File: src/rtl/if_id_pipe_reg_if.sv
// Fetch-to-decode bundle for the IF/ID pipeline register.
// The fetch side drives the master modport and the register uses the slave modport.
interface if_id_pipe_reg_if #(
  parameter int INSTRUCTION = 32,
  parameter int ADDRESS     = 32,
  parameter int CNT_WIDTH   = 16
);
  logic [ADDRESS-1:0]     pre_address_fetch;
  logic [INSTRUCTION-1:0] instruction_fetch;
  logic                   next_select;
  logic                   branch_result;
  logic                   Jalr;
  logic                   load;
  logic                   count_clear;
  logic [ADDRESS-1:0]     pre_pc_fetch_pp;
  logic [INSTRUCTION-1:0] instruction_fetch_pp;
  logic                   valid_pp;
  logic                   flushing;
  logic [CNT_WIDTH-1:0]   bubble_count;

  modport master (
    output pre_address_fetch, instruction_fetch, next_select, branch_result,
           Jalr, load, count_clear,
    input  pre_pc_fetch_pp, instruction_fetch_pp, valid_pp, flushing, bubble_count
  );

  modport slave (
    input  pre_address_fetch, instruction_fetch, next_select, branch_result,
           Jalr, load, count_clear,
    output pre_pc_fetch_pp, instruction_fetch_pp, valid_pp, flushing, bubble_count
  );
endinterface

File: src/rtl/if_id_pipe_reg.sv
// IF/ID pipeline register with redirect flush countdown, load-use hold,
// valid bit and a saturating count of inserted bubbles.
module if_id_pipe_reg #(
  parameter int                     INSTRUCTION  = 32,
  parameter int                     ADDRESS      = 32,
  parameter int                     FLUSH_CYCLES = 2,
  parameter logic [INSTRUCTION-1:0] NOP_INSTR    = 32'h0000_0000,
  parameter int                     CNT_WIDTH    = 16
) (
  input logic             clk,
  input logic             rst,
  if_id_pipe_reg_if.slave bus
);
  localparam int FC_W = (FLUSH_CYCLES > 0) ? $clog2(FLUSH_CYCLES + 1) : 1;
  localparam logic [FC_W-1:0]      FLUSH_LOAD = FC_W'(FLUSH_CYCLES);
  localparam logic [CNT_WIDTH-1:0] CNT_MAX    = '1;

  logic [FC_W-1:0]        flush_cnt;
  logic [ADDRESS-1:0]     pc_q;
  logic [INSTRUCTION-1:0] instr_q;
  logic                   valid_q;
  logic [CNT_WIDTH-1:0]   bubble_cnt_q;
  logic                   redirect;
  logic                   bubble;

  assign redirect = bus.next_select | bus.branch_result | bus.Jalr;
  // Any edge that loads a bubble, whether the redirect itself or the countdown after it.
  assign bubble   = redirect | (flush_cnt != '0);

  // NOTE: sequential state uses non-blocking assignments so every register
  // samples pre-edge values regardless of statement order.
  always_ff @(posedge clk or posedge rst) begin
    if (rst) begin
      pc_q      <= '0;
      instr_q   <= NOP_INSTR;
      valid_q   <= 1'b0;
      flush_cnt <= '0;
    end else if (redirect) begin
      pc_q      <= '0;
      instr_q   <= NOP_INSTR;
      valid_q   <= 1'b0;
      flush_cnt <= FLUSH_LOAD;
    end else if (flush_cnt != '0) begin
      pc_q      <= '0;
      instr_q   <= NOP_INSTR;
      valid_q   <= 1'b0;
      flush_cnt <= flush_cnt - 1'b1;
    end else if (!bus.load) begin
      pc_q      <= bus.pre_address_fetch;
      instr_q   <= bus.instruction_fetch;
      valid_q   <= 1'b1;
    end
  end

  // A clear coinciding with a bubble still records that bubble.
  always_ff @(posedge clk or posedge rst) begin
    if (rst) begin
      bubble_cnt_q <= '0;
    end else if (bus.count_clear) begin
      bubble_cnt_q <= bubble ? CNT_WIDTH'(1) : '0;
    end else if (bubble && (bubble_cnt_q != CNT_MAX)) begin
      bubble_cnt_q <= bubble_cnt_q + 1'b1;
    end
  end

  assign bus.pre_pc_fetch_pp      = pc_q;
  assign bus.instruction_fetch_pp = instr_q;
  assign bus.valid_pp             = valid_q;
  assign bus.flushing             = (flush_cnt != '0);
  assign bus.bubble_count         = bubble_cnt_q;
endmodule

File: src/flat_wrapper.sv
// flat-port wrapper written by rule: the top's interface ports become plain ports
module if_id_pipe_reg_flat 
#(
  parameter int                     INSTRUCTION  = 32,
  parameter int                     ADDRESS      = 32,
  parameter int                     FLUSH_CYCLES = 2,
  parameter logic [INSTRUCTION-1:0] NOP_INSTR    = 32'h0000_0000,
  parameter int                     CNT_WIDTH    = 16
)
  (clk, rst, bus_pre_address_fetch, bus_instruction_fetch, bus_next_select, bus_branch_result, bus_Jalr, bus_load, bus_count_clear, bus_pre_pc_fetch_pp, bus_instruction_fetch_pp, bus_valid_pp, bus_flushing, bus_bubble_count);
  if_id_pipe_reg_if #(.INSTRUCTION(INSTRUCTION), .ADDRESS(ADDRESS), .CNT_WIDTH(CNT_WIDTH)) bus_i ();
  input logic clk;
  input logic rst;
  input wire logic [$bits(bus_i.pre_address_fetch)-1:0] bus_pre_address_fetch;
  input wire logic [$bits(bus_i.instruction_fetch)-1:0] bus_instruction_fetch;
  input wire logic [$bits(bus_i.next_select)-1:0] bus_next_select;
  input wire logic [$bits(bus_i.branch_result)-1:0] bus_branch_result;
  input wire logic [$bits(bus_i.Jalr)-1:0] bus_Jalr;
  input wire logic [$bits(bus_i.load)-1:0] bus_load;
  input wire logic [$bits(bus_i.count_clear)-1:0] bus_count_clear;
  output wire logic [$bits(bus_i.pre_pc_fetch_pp)-1:0] bus_pre_pc_fetch_pp;
  output wire logic [$bits(bus_i.instruction_fetch_pp)-1:0] bus_instruction_fetch_pp;
  output wire logic [$bits(bus_i.valid_pp)-1:0] bus_valid_pp;
  output wire logic [$bits(bus_i.flushing)-1:0] bus_flushing;
  output wire logic [$bits(bus_i.bubble_count)-1:0] bus_bubble_count;
  assign bus_i.pre_address_fetch = bus_pre_address_fetch;
  assign bus_i.instruction_fetch = bus_instruction_fetch;
  assign bus_i.next_select = bus_next_select;
  assign bus_i.branch_result = bus_branch_result;
  assign bus_i.Jalr = bus_Jalr;
  assign bus_i.load = bus_load;
  assign bus_i.count_clear = bus_count_clear;
  assign bus_pre_pc_fetch_pp = bus_i.pre_pc_fetch_pp;
  assign bus_instruction_fetch_pp = bus_i.instruction_fetch_pp;
  assign bus_valid_pp = bus_i.valid_pp;
  assign bus_flushing = bus_i.flushing;
  assign bus_bubble_count = bus_i.bubble_count;
  if_id_pipe_reg #(.INSTRUCTION(INSTRUCTION), .ADDRESS(ADDRESS), .FLUSH_CYCLES(FLUSH_CYCLES), .NOP_INSTR(NOP_INSTR), .CNT_WIDTH(CNT_WIDTH)) u_core (.clk(clk), .rst(rst), .bus(bus_i));
endmodule
File: config.mk
export PLATFORM = sky130hd
export DESIGN_NAME = if_id_pipe_reg_flat
export DESIGN_NICKNAME = d
export VERILOG_FILES = /design/src/rtl/if_id_pipe_reg_if.sv /design/src/rtl/if_id_pipe_reg.sv /design/src/flat_wrapper.sv
export SDC_FILE = /design/constraint.sdc
export NUM_CORES = 1
export LEC_CHECK = 0
export BUFFER_PORTS_ARGS = -buffer_cell sky130_fd_sc_hd__clkbuf_2
export CAP_MARGIN = 10
export CORE_MARGIN = 2
export CORE_UTILIZATION = 30
export CTS_BUF_LIST = sky130_fd_sc_hd__clkbuf_8
export DETAILED_ROUTE_END_ITERATION = 10
export PLACE_DENSITY = 0.66
export SLEW_MARGIN = 15
export SYNTH_ARGS = -nofsm -noshare
export SYNTH_HDL_FRONTEND = slang
export SYNTH_SLANG_ARGS = --single-unit
export TNS_END_PERCENT = 20
File: constraint.sdc
create_clock -name clk -period 2.31 [get_ports clk]
set_clock_uncertainty 0.1 [all_clocks]
set_input_delay 0.1155 -clock clk [delete_from_list [all_inputs] [get_ports clk]]
set_output_delay 0.1155 -clock clk [all_outputs]
set_load 0.01 [all_outputs]
==> run_summary.xml <==
<?xml version="1.0" encoding="UTF-8"?>
<metrics>
  <group name="run_status">
    <metric name="status" unit="">complete, no violations</metric>
  </group>
  <group name="floorplan">
    <metric name="core_area" unit="sq mm">0.01191</metric>
    <metric name="std_cell_rows" unit="">40</metric>
    <metric name="die_y" unit="um">114.2</metric>
    <metric name="initial_cell_density_of_the_core" unit="">0.3057</metric>
    <metric name="die-area" unit="sq mm">0.01303</metric>
    <metric name="die_w" unit="um">114.2</metric>
    <metric name="num_io_pins" unit="">153</metric>
  </group>
  <group name="worst_setup_path">
    <metric name="critPathArrivalTime" unit="ns">2.35</metric>
    <metric name="critPathMaxFanout" unit="">7</metric>
    <metric name="crit_path_start_kind" unit="">register</metric>
    <metric name="worstPathCellList" unit="">inv_1 &gt; ha_1 &gt; nor4b_4 &gt; or4_4 &gt; nor4b_2 &gt; mux2_1</metric>
    <metric name="cp_slowest_cell" unit="">sky130_fd_sc_hd__or4_4</metric>
    <metric name="timing.critical_path.required" unit="ns">2.44</metric>
    <metric name="slowest_delay" unit="ns">0.60</metric>
    <metric name="category_of_the_worst_setup_path_capture_point" unit="">register</metric>
    <metric name="crit_type" unit="">reg2reg</metric>
  </group>
  <group name="final_layout">
    <metric name="n_fill_cell" unit="">1086</metric>
    <metric name="fin_nets" unit="">616</metric>
    <metric name="postLayoutCellArea" unit="sq mm">0.005499</metric>
    <metric name="postLayoutCoreUtil" unit="">0.4617</metric>
    <metric name="most_frequent_standard_cell_in_the_layout_excluding_fill_and_tap_cells" unit="">sky130_fd_sc_hd__clkbuf_2</metric>
    <metric name="layout-drive-gt1-share" unit="">0.3358</metric>
    <metric name="highest_count_cells_in_the_layout_ignoring_fill_and_taps" unit="">sky130_fd_sc_hd__clkbuf_2, sky130_fd_sc_hd__dfrtp_1, sky130_fd_sc_hd__nor2_1</metric>
    <metric name="layoutNonFillerInstCount" unit="">695</metric>
    <metric name="antenna-diode-count" unit="">0</metric>
    <metric name="final-seq-area" unit="sq mm">0.002077</metric>
    <metric name="area_delta_synth_final" unit="%">51.03</metric>
    <metric name="area_occupied_by_multi_input_gates" unit="sq mm">0.001469</metric>
  </group>
  <group name="detailed_routing">
    <metric name="wl" unit="um">9523</metric>
    <metric name="drt_first_iter_violations" unit="">182</metric>
    <metric name="post-route-drc-count" unit="">0</metric>
    <metric name="postRouteAntennaNets" unit="">0</metric>
    <metric name="route.detailed.wl_per_inst" unit="um">13.70</metric>
    <metric name="route.detailed.vias_per_inst" unit="">4.669</metric>
    <metric name="detailroute.via_count" unit="">3245</metric>
    <metric name="first_pass_iters" unit="">4</metric>
  </group>
  <group name="sta">
    <metric name="post-route-worst-setup-slack" unit="ns">0.09802</metric>
    <metric name="setup-violations-final" unit="">0</metric>
    <metric name="finalMaxSlewViolations" unit="">0</metric>
    <metric name="fmax" unit="GHz">0.4521</metric>
    <metric name="tightest_slew" unit="ns">0.5590</metric>
    <metric name="worst_hold_slack" unit="ns">0.1364</metric>
    <metric name="totalNegativeSetupSlack" unit="ns">0</metric>
    <metric name="min_period" unit="ns">2.212</metric>
    <metric name="layout_worst_path_cycle_share" unit="">0.9576</metric>
    <metric name="report.final.hold_viol_count" unit="">0</metric>
    <metric name="max-slew-margin-rel" unit="">0.6245</metric>
    <metric name="rsz0062_at_grt" unit="">no</metric>
  </group>
  <group name="synth">
    <metric name="synth.top_cells.by_area" unit="">sky130_fd_sc_hd__dfrtp_1, sky130_fd_sc_hd__mux2i_1, sky130_fd_sc_hd__nor2_1</metric>
    <metric name="async_reset_ff_frac" unit="">1.000</metric>
    <metric name="count_of_different_cell_masters_after_synthesis" unit="">36</metric>
    <metric name="mappedNetlistArea" unit="sq mm">0.003641</metric>
    <metric name="ys_warn_count" unit="">0</metric>
    <metric name="synth.ff_latch_count" unit="">83</metric>
    <metric name="synth.top_cell.area_share" unit="">0.5704</metric>
    <metric name="synth-edff-count" unit="">0</metric>
    <metric name="yosys_most_used_dff" unit="">sky130_fd_sc_hd__dfrtp_1</metric>
    <metric name="synthesis.instances" unit="">323</metric>
    <metric name="syn_avg_cell_area" unit="sq um">11.27</metric>
    <metric name="synth_largest_area_cell" unit="">sky130_fd_sc_hd__dfrtp_1</metric>
    <metric name="synth.yosys.seq_area_share" unit="">0.5704</metric>
    <metric name="postSynthNetCount" unit="">396</metric>
  </group>
  <group name="grt">
    <metric name="vias_in_the_first_global_route" unit="">3449</metric>
    <metric name="grt_usage" unit="">0.1509</metric>
    <metric name="initial_antenna_violation_count" unit="">0</metric>
    <metric name="grt_start_max_net_pins" unit="">45</metric>
    <metric name="grt_pass1_wl" unit="um">15660</metric>
    <metric name="global_route.overflow_total" unit="">0</metric>
  </group>
  <group name="worst_hold_path">
    <metric name="worst_hold_path_type" unit="">in2reg</metric>
  </group>
  <group name="clocking">
    <metric name="cts_root_buffer" unit="">sky130_fd_sc_hd__clkbuf_8</metric>
    <metric name="sinks_on_the_clock_net" unit="">83</metric>
    <metric name="cts.htree.levels" unit="">3</metric>
    <metric name="cts_setup_buffers" unit="">0</metric>
    <metric name="clkSlewWorstSetupHoldPaths" unit="ns">0.08</metric>
    <metric name="clock_latency" unit="ns">0.35</metric>
    <metric name="numCtsBuffers" unit="">9</metric>
    <metric name="max-clock-path-buffers" unit="">2</metric>
    <metric name="tritoncts" unit="">done</metric>
  </group>
  <group name="power">
    <metric name="vdd_ir_drop_max" unit="uV">380.7</metric>
    <metric name="power.total" unit="mW">2.877</metric>
    <metric name="power_per_cell_area" unit="mW/mm^2">523.2</metric>
    <metric name="cellLeakagePower" unit="nW">2.845</metric>
  </group>
  <group name="place">
    <metric name="detailedPlacementHpwl" unit="um">6215</metric>
    <metric name="detailedPlace.worstSlack" unit="ns">0.008578</metric>
    <metric name="dp.cells" unit="">612</metric>
    <metric name="io_buffer_count" unit="">152</metric>
    <metric name="gp_congestion" unit="">0.7831</metric>
    <metric name="placed_cell_area" unit="sq mm">0.004612</metric>
  </group>
  <group name="flow_run">
    <metric name="max_cap_viol_count" unit="">0</metric>
  </group>
</metrics>
registers in the layout, indices dropped and copies added, names as in the netlist:
register,flops
u_core.bus.pre_pc_fetch_pp,32
u_core.bus.instruction_fetch_pp,32
u_core.bus.bubble_count,16
u_core.bus.valid_pp,1
u_core.flush_cnt,2
per-layer routing:
layer | share of wire | global-route usage
met2 | 0.51 | 0.2690
met5 | 0 | 0
met4 | 0.021 | 0.07561
met3 | 0.060 | 0.03812
met1 | 0.41 | 0.1667
path summary, 6_finish.rpt:
| check | from | to | slack [ns] | cells past startpoint |
|---|---|---|---|---|
| setup / recovery | u_core.flush_cnt[0] | u_core.bus.bubble_count[15] | 0.1 | 6 |
| hold / removal | bus_count_clear | u_core.bus.bubble_count[7] | 0.14 | 2 |
| setup reg to reg | u_core.flush_cnt[0] | u_core.bus.bubble_count[15] | 0.1 | 6 |
| hold reg to reg | u_core.bus.valid_pp | u_core.bus.valid_pp | 0.43 | 2 |
| max in group asynchronous | rst | u_core.bus.pre_pc_fetch_pp[23] | 1.33 | 4 |
| min in group asynchronous | rst | u_core.bus.pre_pc_fetch_pp[3] | 0.36 | 4 |
final cells by class:
class / count / area share
clock buffers: 12 / 0.03003
multi-input cells: 211 / 0.2671
flip-flops and latches: 83 / 0.3777
clock inverters: 4 / 0.007509
well taps: 147 / 0.03345
repair buffers: 230 / 0.2780
inverters: 8 / 0.006143
cell families (layout without fill, tap and decap cells):
logic type / count (synthesis) / count (layout) / share of synthesized area
flops: 83 / 83 / 0.5704
buf+inv: 29 / 254 / 0.03058
simple gates: 115 / 115 / 0.1601
fa+ha+maj: 2 / 2 / 0.006872
mux: 68 / 68 / 0.1883
xor+xnor: 1 / 1 / 0.002406
compound gates: 25 / 25 / 0.04124
synthesized netlist by cell type (2+ instances only):
library cell,number
sky130_fd_sc_hd__dfrtp_1,83
sky130_fd_sc_hd__nor2_1,68
sky130_fd_sc_hd__mux2i_1,64
sky130_fd_sc_hd__clkbuf_1,15
sky130_fd_sc_hd__a21oi_1,12
sky130_fd_sc_hd__inv_1,8
sky130_fd_sc_hd__o31ai_1,6
sky130_fd_sc_hd__or4_1,6
sky130_fd_sc_hd__nand2_1,5
sky130_fd_sc_hd__nand3_1,5
sky130_fd_sc_hd__nand4_1,5
sky130_fd_sc_hd__buf_1,4
sky130_fd_sc_hd__mux2_1,4
sky130_fd_sc_hd__nor2b_1,4
sky130_fd_sc_hd__o21ai_0,4
sky130_fd_sc_hd__or3_1,4
sky130_fd_sc_hd__nor3_1,3
sky130_fd_sc_hd__nor4b_1,3
sky130_fd_sc_hd__buf_2,2
sky130_fd_sc_hd__ha_1,2
critical path: cells and delay by family (launching register included):
family | cells | cell delay, ns
fa+ha+maj | 1 | 0.20
buf+inv | 1 | 0.05
flops | 1 | 0.37
mux | 1 | 0.35
simple gates | 3 | 1.03
what timing repair did:
| action | in CTS | in global routing |
|---|---|---|
| hold buffers | 67 | 0 |
| endpoints found under the setup margin | 1 | 1 |
| hold endpoints to repair | 149 | 0 |
| gates resized for setup | 1 | 1 |
power by group:
group / switching, mW / internal (mW) / leakage (nW)
registers: 0.0120 / 1.46 / 1.15
clock network: 0.494 / 0.578 / 0.116
logic: 0.144 / 0.187 / 1.58
total: 0.650 / 2.23 / 2.85
(Power assumes the default switching activity.)
